<file path="src/rtl/dmem_access_unit_pkg.sv">
// Shared definitions for the memory-stage access controller: FSM encodings,
// bus geometry and the misalignment rule.
package dmem_access_unit_pkg;

    localparam int DATA_W = 32;

    localparam logic [1:0] S_IDLE   = 2'd0;
    localparam logic [1:0] S_ACCESS = 2'd1;
    localparam logic [1:0] S_DONE   = 2'd2;

    localparam logic [3:0] BE_WORD = 4'hF;

    typedef logic [1:0] state_t;

    // Only word accesses have an alignment requirement; bytes may sit in any lane.
    function automatic logic is_misaligned(input logic byte_op, input logic [1:0] lane);
        return !byte_op && (lane != 2'b00);
    endfunction

endpackage

</file>
<file path="src/rtl/dmem_access_unit_if.sv">
// Data-memory bus: registered request side from the access unit, one-cycle
// ack pulse with read data from the memory.
interface dmem_access_unit_if;
    import dmem_access_unit_pkg::*;

    logic                  bus_req;
    logic                  bus_we;
    logic [DATA_W-1:0]     bus_addr;
    logic [DATA_W-1:0]     bus_wdata;
    logic [DATA_W/8-1:0]   bus_be;
    logic                  bus_ack;
    logic [DATA_W-1:0]     bus_rdata;

    modport master (
        output bus_req, bus_we, bus_addr, bus_wdata, bus_be,
        input  bus_ack, bus_rdata
    );

    modport slave (
        input  bus_req, bus_we, bus_addr, bus_wdata, bus_be,
        output bus_ack, bus_rdata
    );

endinterface

</file>
<file path="src/rtl/dmem_access_unit_byte_lane.sv">
// Combinational byte-lane steering: enables, store replication and
// zero-extended load extraction for byte accesses; pass-through for words.
module dmem_access_unit_byte_lane #(
    parameter int DW = 32,
    parameter int LW = $clog2(DW / 8)
) (
    input  logic              byte_op,
    input  logic [LW-1:0]     lane,
    input  logic [DW-1:0]     wdata_in,
    input  logic [DW-1:0]     rdata_in,
    output logic [DW/8-1:0]   be,
    output logic [DW-1:0]     wdata_out,
    output logic [DW-1:0]     rdata_out
);

    logic [DW-1:0] rdata_shifted;

    assign rdata_shifted = rdata_in >> (8 * lane);

    always_comb begin
        be        = '1;
        wdata_out = wdata_in;
        rdata_out = rdata_in;
        if (byte_op) begin
            be        = (DW/8)'(1) << lane;
            wdata_out = {(DW/8){wdata_in[7:0]}};
            rdata_out = {{(DW-8){1'b0}}, rdata_shifted[7:0]};
        end
    end

endmodule

</file>
<file path="src/rtl/dmem_access_unit.sv">
// Memory-stage access controller: turns each M-stage load/store into one bus
// transaction and stalls the pipeline until it completes, faults or times out.
module dmem_access_unit
    import dmem_access_unit_pkg::*;
#(
    parameter int TIMEOUT = 255,
    parameter int CNT_W   = 8
) (
    input  logic                    clk,
    input  logic                    reset,
    input  logic                    MemReadM,
    input  logic                    MemWriteM,
    input  logic                    ByteM,
    input  logic [DATA_W-1:0]       ALUOutM,
    input  logic [DATA_W-1:0]       WriteDataM,
    output logic [DATA_W-1:0]       ReadData,
    output logic                    MemStall,
    output logic                    MemFault,
    dmem_access_unit_if.master      bus
);

    localparam logic [CNT_W-1:0] TO_LAST = CNT_W'(TIMEOUT - 1);

    state_t              state;
    logic [CNT_W-1:0]    count;
    logic                byte_q;
    logic [1:0]          lane_q;

    logic                mem_op;
    logic                byte_sel;
    logic [1:0]          lane_sel;
    logic [DATA_W/8-1:0] lane_be;
    logic [DATA_W-1:0]   lane_wdata;
    logic [DATA_W-1:0]   lane_rdata;

    assign mem_op = MemReadM | MemWriteM;

    // One lane unit serves both phases: M-stage inputs while issuing, the
    // latched lane while waiting for read data.
    assign byte_sel = (state == S_ACCESS) ? byte_q : ByteM;
    assign lane_sel = (state == S_ACCESS) ? lane_q : ALUOutM[1:0];

    dmem_access_unit_byte_lane #(
        .DW (DATA_W)
    ) u_byte_lane (
        .byte_op   (byte_sel),
        .lane      (lane_sel),
        .wdata_in  (WriteDataM),
        .rdata_in  (bus.bus_rdata),
        .be        (lane_be),
        .wdata_out (lane_wdata),
        .rdata_out (lane_rdata)
    );

    always_comb begin
        MemStall = 1'b0;
        case (state)
            S_IDLE:   MemStall = mem_op;
            S_ACCESS: MemStall = 1'b1;
            default:  MemStall = 1'b0;
        endcase
    end

    always_ff @(posedge clk) begin
        if (reset) begin
            state         <= S_IDLE;
            count         <= '0;
            byte_q        <= 1'b0;
            lane_q        <= 2'b00;
            ReadData      <= '0;
            MemFault      <= 1'b0;
            bus.bus_req   <= 1'b0;
            bus.bus_we    <= 1'b0;
            bus.bus_addr  <= '0;
            bus.bus_wdata <= '0;
            bus.bus_be    <= '0;
        end else begin
            case (state)
                S_IDLE: begin
                    if (mem_op) begin
                        if (is_misaligned(ByteM, ALUOutM[1:0])) begin
                            MemFault <= 1'b1;
                            ReadData <= '0;
                            state    <= S_DONE;
                        end else begin
                            // A simultaneous read and write request is issued as a write.
                            bus.bus_req   <= 1'b1;
                            bus.bus_we    <= MemWriteM;
                            bus.bus_addr  <= {ALUOutM[DATA_W-1:2], 2'b00};
                            bus.bus_wdata <= lane_wdata;
                            bus.bus_be    <= lane_be;
                            byte_q        <= ByteM;
                            lane_q        <= ALUOutM[1:0];
                            count         <= '0;
                            state         <= S_ACCESS;
                        end
                    end
                end
                S_ACCESS: begin
                    // An ack arriving in the final allowed cycle still completes normally.
                    if (bus.bus_ack) begin
                        bus.bus_req <= 1'b0;
                        if (!bus.bus_we) begin
                            ReadData <= lane_rdata;
                        end
                        state <= S_DONE;
                    end else if (count == TO_LAST) begin
                        bus.bus_req <= 1'b0;
                        ReadData    <= '0;
                        MemFault    <= 1'b1;
                        state       <= S_DONE;
                    end else begin
                        count <= count + 1'b1;
                    end
                end
                default: begin
                    state <= S_IDLE;
                end
            endcase
        end
    end

endmodule

</file>
<file path="src/flat_wrapper.sv">
// flat-port wrapper written by rule: the top's interface ports become plain ports
module dmem_access_unit_flat import dmem_access_unit_pkg::*;
#(
    parameter int TIMEOUT = 255,
    parameter int CNT_W   = 8
)
  (clk, reset, MemReadM, MemWriteM, ByteM, ALUOutM, WriteDataM, ReadData, MemStall, MemFault, bus_bus_req, bus_bus_we, bus_bus_addr, bus_bus_wdata, bus_bus_be, bus_bus_ack, bus_bus_rdata);
  dmem_access_unit_if bus_i ();
  input  logic clk;
  input  logic reset;
  input  logic MemReadM;
  input  logic MemWriteM;
  input  logic ByteM;
  input  logic [DATA_W-1:0] ALUOutM;
  input  logic [DATA_W-1:0] WriteDataM;
  output logic [DATA_W-1:0] ReadData;
  output logic MemStall;
  output logic MemFault;
  output wire logic [$bits(bus_i.bus_req)-1:0] bus_bus_req;
  output wire logic [$bits(bus_i.bus_we)-1:0] bus_bus_we;
  output wire logic [$bits(bus_i.bus_addr)-1:0] bus_bus_addr;
  output wire logic [$bits(bus_i.bus_wdata)-1:0] bus_bus_wdata;
  output wire logic [$bits(bus_i.bus_be)-1:0] bus_bus_be;
  input wire logic [$bits(bus_i.bus_ack)-1:0] bus_bus_ack;
  input wire logic [$bits(bus_i.bus_rdata)-1:0] bus_bus_rdata;
  assign bus_bus_req = bus_i.bus_req;
  assign bus_bus_we = bus_i.bus_we;
  assign bus_bus_addr = bus_i.bus_addr;
  assign bus_bus_wdata = bus_i.bus_wdata;
  assign bus_bus_be = bus_i.bus_be;
  assign bus_i.bus_ack = bus_bus_ack;
  assign bus_i.bus_rdata = bus_bus_rdata;
  dmem_access_unit #(.TIMEOUT(TIMEOUT), .CNT_W(CNT_W)) u_core (.clk(clk), .reset(reset), .MemReadM(MemReadM), .MemWriteM(MemWriteM), .ByteM(ByteM), .ALUOutM(ALUOutM), .WriteDataM(WriteDataM), .ReadData(ReadData), .MemStall(MemStall), .MemFault(MemFault), .bus(bus_i));
endmodule
</file>
<file path="config.mk">
export PLATFORM = sky130hd
export DESIGN_NAME = dmem_access_unit_flat
export DESIGN_NICKNAME = d
export VERILOG_FILES = /design/src/rtl/dmem_access_unit_pkg.sv /design/src/rtl/dmem_access_unit_if.sv /design/src/rtl/dmem_access_unit_byte_lane.sv /design/src/rtl/dmem_access_unit.sv /design/src/flat_wrapper.sv
export SDC_FILE = /design/constraint.sdc
export NUM_CORES = 1
export LEC_CHECK = 0
export ABC_AREA = 1
export CAP_MARGIN = 20
export CORE_UTILIZATION = 45
export CTS_CLUSTER_DIAMETER = 40
export DETAILED_ROUTE_END_ITERATION = 16
export HOLD_SLACK_MARGIN = 0.12
export PLACE_DENSITY = 0.83
export SLEW_MARGIN = 20
export SYNTH_ARGS = -nofsm -noshare
export SYNTH_HDL_FRONTEND = slang
export SYNTH_SLANG_ARGS = --single-unit
</file>
<file path="constraint.sdc">
create_clock -name clk -period 2.8 [get_ports clk]
set_input_delay 0.42 -clock clk [delete_from_list [all_inputs] [get_ports clk]]
set_output_delay 0.42 -clock clk [all_outputs]
set_load 0.05 [all_outputs]
</file>
# After elaboration in Yosys (flattened, before gate mapping)

Cells that the tools add are included.

Register bits after elaboration: 114
Bits in latches: 0
Bits in writable memories: 0
ROM bits: 0
Bits of input ports: 102
Memories kept: 0

Add/subtract/negate cells: 1
$mul: 0
Divide/modulo/power cells: 0
$lt $le $gt $ge: 0
Eq/ne operators: 10
Shift operators: 2
Muxes and demuxes: 32
Bitwise gates (word level): 2
Reduce and logical (&&, ||, !) cells: 11

Operators by type and width:

| operator                                                          | number |
|---|---|
| 32-bit two-way mux                                                | 7 |
| 32-bit one-hot mux with 2 select lines                            | 1 |
| 8-bit two-way mux                                                 | 4 |
| 32-bit by 5-bit >> shifter with 8-bit output                      | 1 |
| 8-bit one-hot mux with 2 select lines                             | 1 |
| 5-bit AND reduction                                               | 3 |
| 2-bit two-way mux                                                 | 5 |
| 1-bit two-way mux                                                 | 9 |
| 8-bit by 1-bit adder with 8-bit output, second input constant     | 1 |
| 8-bit == test, second input constant                              | 1 |
| 2-bit != test, second input constant                              | 4 |
| 3-bit != test, second input constant                              | 2 |
| 1-bit one-hot mux with 2 select lines                             | 3 |
| 4-bit two-way mux                                                 | 1 |
| 2-bit by 1-bit != test with 1-bit output, second input constant   | 2 |
| 2-bit one-hot mux with 2 select lines                             | 1 |
| 4-bit AND reduction                                               | 1 |
| 2-bit nonzero test                                                | 2 |
| 1-bit by 2-bit left shift with 4-bit output, first input constant | 1 |
| 3-bit AND reduction                                               | 1 |
| 2-bit by 1-bit == test with 1-bit output, second input constant   | 1 |
| 2-bit logical NOT                                                 | 1 |
| 2-bit AND reduction                                               | 1 |
| 1-bit logical AND                                                 | 1 |
| other kinds (3)                                                   | 3 |

# Logic depth before layout (Yosys ltp)

Depth after elaboration: 7
Mapped depth: 11

# Hierarchy

Synthesis repeated with hierarchy kept, for this count alone.

Cell total of the unflattened synthesis: 838
Area total of the unflattened synthesis: 5,441.5 um2

By module, submodules not included:

| module                     | times used | cells each | area an instance (um2) | sequential area each (um2) |
|---|---|---|---|---|
| dmem_access_unit           | 1          | 653        | 4,585.6                | 2,282.2 |
| dmem_access_unit_byte_lane | 1          | 185        | 855.8                  | 0.0 |

# Worst setup path before layout

No wires, ideal clock.

Path type: input port to flip-flop
Start point: input port ALUOutM[1]
End point: register u_core.count[6]
Setup time: 0.132 ns
Arrival time: 1.363 ns
Data required time: 2.668 ns
Path slack: 1.305 ns
Stages: 8
Buffers on the path: 0
Cell sequence: o21ai_1 > nand2_1 > nor2_4 > inv_2 > nand2_2 > inv_1 > nand2_1 > a21oi_1

Cells in the longest elaborated chain, start to end: 4

Ends and longest elaborated chain:

| what                                 | RTL line                   | text |
|---|---|---|
| start: declaration                   | flat_wrapper.sv:14         | `input logic [DATA_W-1:0] ALUOutM;` |
| 2-bit nonzero test                   | dmem_access_unit_pkg.sv:17 | `return !byte_op && (lane != 2'b00);` |
| 1-bit logical AND                    | dmem_access_unit_pkg.sv:17 |  |
| 2-bit != test (no source line)       | --                         |  |
| 5-bit AND reduction (no source line) | --                         |  |
| end signal: assignment               | dmem_access_unit.sv:113    | `count <= count + 1'b1;` |
| end: declaration                     | dmem_access_unit.sv:25     | `logic [CNT_W-1:0] count;` |

Every way passes these cells.
A chain may end at the register's enable or synchronous reset.

# Worst setup path in the final report

Start point: register u_core.state[0]
End point: output port MemStall

Cells in the longest elaborated chain, start to end: 2
Elaborated cells between the ends (all ways): 3
Classes of those cells: eq/ne: 1; mux: 1; reduce/logical: 1

Ends and longest elaborated chain:

| what                                                                                 | RTL line               | text |
|---|---|---|
| start: declaration                                                                   | dmem_access_unit.sv:24 | `state_t state;` |
| start signal: assignment                                                             | dmem_access_unit.sv:66 | `state <= S_IDLE;` |
| start signal: assignment                                                             | dmem_access_unit.sv:84 | `state <= S_DONE;` |
| start signal: assignment                                                             | dmem_access_unit.sv:95 | `state <= S_ACCESS;` |
| 2-bit by 1-bit == test with 1-bit output / 2-bit logical NOT (equally long branches) | dmem_access_unit.sv:57 | `case (state)` |
| 1-bit one-hot mux with 2 select lines *                                              | dmem_access_unit.sv:57 |  |
| end: declaration                                                                     | flat_wrapper.sv:17     | `output logic MemStall;` |

Mark *: on every way between the ends. The rest lies on a longest branch, timed or not.

==> flow_summary.rst <==
.. list-table::
   :header-rows: 1

   * - Metric
     - Value
   * - Status
     - finished, final reports clean
   * - Drc violations
     - 0
   * - Resized Gates After CTS
     - 0
   * - Number of endpoints with negative hold slack in the final report
     - 0
   * - Post-Route Skew
     - 0.00942 ns
   * - Drt via density
     - 5.03
   * - Hold endpoint
     - u_core.bus.bus_wdata[0]
   * - Fill cell count
     - 892
   * - Share of async-settable or async-resettable flops after synthesis
     - 0%
   * - Number of I/O pins
     - 206
   * - Endpoint of the worst register-to-register path
     - u_core.ReadData[3]
   * - Total Routing Usage GR
     - 26.8%
   * - Most frequently used flop master after synthesis
     - sky130_fd_sc_hd__dfxtp_1
   * - Placeable Area
     - 0.0108 mm2
   * - Final critical path time including I/O delays and setup
     - 2.58 ns
   * - Post-route clock period utilization
     - 92.1%
   * - Area after DPL
     - 0.00711 mm2
   * - Fraction of final layout cells with drive strength greater than 1
     - 6.18%
   * - Most repeated cell in the gate-level netlist after synthesis
     - sky130_fd_sc_hd__nand2_1
   * - Initial DRC count
     - 379
   * - Final WS setup
     - 0.221 ns
   * - Critical path peak fanout
     - 8
   * - Maxcap violations
     - 0
   * - Flip-flop and latch count after synthesis
     - 114
   * - Startpoint types
     - register
   * - Final TNS setup
     - 0 ns
   * - Max Fclk
     - 388 MHz
   * - Cts bufs inserted
     - 17
   * - Total iterations of the first detailed-routing run
     - 5
   * - Clock tree from TritonCTS
     - yes
   * - Main area contributors after synthesis
     - sky130_fd_sc_hd__dfxtp_1, sky130_fd_sc_hd__nand2_1, sky130_fd_sc_hd__nor2_1
   * - TritonCTS Sinks
     - 114
   * - DP Worst Slack
     - 0.363 ns
   * - Pin count of the biggest net entering global routing
     - 82
   * - Total global routing overflow
     - 0
   * - Transition time at the pin with the least slew margin
     - 0.552 ns
   * - Headroom to the max-slew limit
     - 63.1%
   * - Count of flip-flops with a built-in enable after synthesis
     - 0
   * - Critical path endpoint category
     - primary output
   * - Number of buffers on the longest clock path
     - 2
   * - Number of cells traversed by the worst hold path
     - 2
   * - Clock root buffer master
     - sky130_fd_sc_hd__clkbuf_8
   * - R2R Setup Slk
     - 0.76 ns
   * - Largest area contributor in the synthesized netlist
     - sky130_fd_sc_hd__dfxtp_1
   * - Via count of the first global-routing pass
     - 5110
   * - Clock latency at the later pin of the worst-skew pair
     - 0.50 ns
   * - Die height
     - 108 um
   * - Sum of net half-perimeters after detailed placement
     - 10.3 mm
   * - Sequential share of the synthesized area
     - 45.4%
   * - Highest ir drop seen on vdd
     - 0.489 mV
   * - IO Port Bufs
     - 203
   * - Hold buffer count at CTS
     - 0
   * - Endpoints failing setup
     - 0
   * - DR vias
     - 5346
   * - Standard-cell row count
     - 38
   * - Net count reported at finish
     - 1014
   * - Critical path data required time
     - 2.38 ns
   * - Antenna Nets Post-Route
     - 0
   * - Die Outline Area
     - 0.0116 mm2
   * - Number of pins exceeding their max-slew limit in the final report
     - 0
   * - Drt wl/cell
     - 14.4 um
   * - Initial Util
     - 46.4%
   * - Leakage power figure
     - 3.27 nW
   * - Routed wire length
     - 15.2 mm
   * - Post-synthesis instance area
     - 0.00502 mm2
   * - Ranking of synthesized cells by instance count
     - sky130_fd_sc_hd__nand2_1, sky130_fd_sc_hd__dfxtp_1, sky130_fd_sc_hd__nor2_1, sky130_fd_sc_hd__inv_1, sky130_fd_sc_hd__o21ai_0
   * - Number of buffers inserted to repair setup after CTS
     - 0
   * - Synthesis-to-layout area growth
     - 53.4%
   * - CTS clock-pin slew for the worst setup and hold paths
     - 0.06 ns
   * - Power Density
     - 740 mW/mm2
   * - Critical path arrival
     - 2.16 ns
   * - Antenna diodes
     - 0
   * - Worst hold path startpoint
     - u_core.bus.bus_wdata[0]
   * - Unrepaired setup endpoints after global routing
     - no
   * - Gp weighted congestion
     - 0.803
   * - Yosys warnings
     - 0
   * - Initial antenna violation count
     - 0
   * - Distinct cells, synth
     - 32
   * - Yosys top cell area share
     - 45.4%
   * - Overall die width
     - 108 um
   * - Gate count after technology mapping
     - 720
   * - Reg-to-Reg Start
     - u_core.state[0]
   * - Non-Filler Cell Area, Final
     - 0.00771 mm2
   * - Global-route wire length before repair
     - 24.2 mm
   * - Synth Area per Inst
     - 6.98 um2
   * - Worst min-delay path class
     - reg -> reg
   * - Critical setup path kind
     - reg -> out
   * - CTS HTree Levels
     - 4
   * - Cells on worst reg2reg path
     - 9
-- area by class of cell --
cell class                      instances  area, um2  share of cell area, %
Clock buffer                           22        463                   6.01
Clock inverter                          9        130                   1.69
Inverter                               76        285                   3.70
Multi-Input combinational cell        488       2250                   29.2
Sequential cell                       114       2280                   29.6
Tap cell                              140        175                   2.27
Timing Repair Buffer                  213       2120                   27.5
-- through the flow --
stage / utilization (%) / hold slack [ns] / power (mW) / cells
6_report: 71.1 / 0.465 / 5.70 / 1062
5_1_grt: 71.1 / 0.487 / 5.94 / 1062
4_1_cts: 71.1 / 0.467 / 5.72 / 1062
3_5_place_dp: 65.6 / 0.456 / 3.56 / 1031
3_3_place_gp: 65.6 / 0.448 / 3.54 / 1031
2_1_floorplan: - / 0.472 / 2.98 / 721
-- sequential cells by signal (all words and copies together), names as in the netlist --
| signal | flops |
|---|---|
| u_core.bus.bus_we | 1 |
| u_core.byte_q | 1 |
| u_core.bus.bus_be | 4 |
| u_core.bus.bus_req | 1 |
| u_core.MemFault | 1 |
| u_core.count | 8 |
| u_core.ReadData | 32 |
| u_core.bus.bus_addr | 30 |
| u_core.state | 2 |
| u_core.lane_q | 2 |
| u_core.bus.bus_wdata | 32 |
-- cell families after synthesis --
kind of cell    after synthesis  share of synthesized area (%)
compound gates              159                           16.8
xor+xnor                      3                          0.523
fa+ha+maj                     2                          0.498
buf+inv                     119                           9.86
flops                       114                           45.4
other cells                   1                         0.0746
simple gates                322                           26.8
-- metal layers --
metal  wire (um)  vias up  share of wire [%]  global-route usage, %
li1            -     2704                  -                      -
met1        6430     2399                 42                   32.5
met2        7210      222                 47                   44.0
met3        1330       21                8.7                   8.66
met4         278        0                1.8                   10.4
met5           0        -                  0                      0
-- placed cells by master, fill, tap and decap left out, types with 2 or more instances in the layout --
cell type                         count
sky130_fd_sc_hd__a21o_1               2
sky130_fd_sc_hd__a21oi_1             62
sky130_fd_sc_hd__a31oi_1             28
sky130_fd_sc_hd__buf_4                9
sky130_fd_sc_hd__bufinv_16            3
sky130_fd_sc_hd__clkbuf_1             2
sky130_fd_sc_hd__clkbuf_16           16
sky130_fd_sc_hd__clkbuf_8             4
sky130_fd_sc_hd__clkdlybuf4s50_1    203
sky130_fd_sc_hd__clkinv_2             2
sky130_fd_sc_hd__clkinvlp_4           4
sky130_fd_sc_hd__conb_1               2
sky130_fd_sc_hd__dfxtp_1            114
sky130_fd_sc_hd__ha_1                 2
sky130_fd_sc_hd__inv_1               70
sky130_fd_sc_hd__inv_2                5
sky130_fd_sc_hd__nand2_1            153
sky130_fd_sc_hd__nand2_2              5
sky130_fd_sc_hd__nand3_1             57
sky130_fd_sc_hd__nand3_2              3
sky130_fd_sc_hd__nand4_1              2
sky130_fd_sc_hd__nor2_1              95
sky130_fd_sc_hd__nor2_4               2
sky130_fd_sc_hd__o21ai_0             63
sky130_fd_sc_hd__xor2_1               2
-- how the worst max path moves through the flow --
| stage | start | end | slack [ns] |
|---|---|---|---|
| after global routing | u_core.state[0] | MemStall | 0.10 |
| after global placement | MemWriteM | MemStall | 0.36 |
| after detailed placement | MemWriteM | MemStall | 0.36 |
| final | u_core.state[0] | MemStall | 0.22 |
| after floorplan | ALUOutM[1] | u_core.count[6] | 1.30 |
| after CTS | u_core.state[0] | MemStall | 0.21 |
-- critical path, cell delays in order (launching register included) --
cell and delay, ns:
sky130_fd_sc_hd__dfxtp_1 0.52, sky130_fd_sc_hd__nor2_1 0.10, sky130_fd_sc_hd__nand2_1 0.08, sky130_fd_sc_hd__nand2_1 0.08, sky130_fd_sc_hd__inv_1 0.07, sky130_fd_sc_hd__clkdlybuf4s50_1 0.80
-- power breakdown --
part	switching [mW]	internal, mW	leakage (nW)
Combinational	1.09	0.564	2.05
Clock	0.744	1.42	0.279
Sequential	0.0882	1.79	0.938
Total	1.92	3.78	3.27
(Power assumes the default switching activity.)
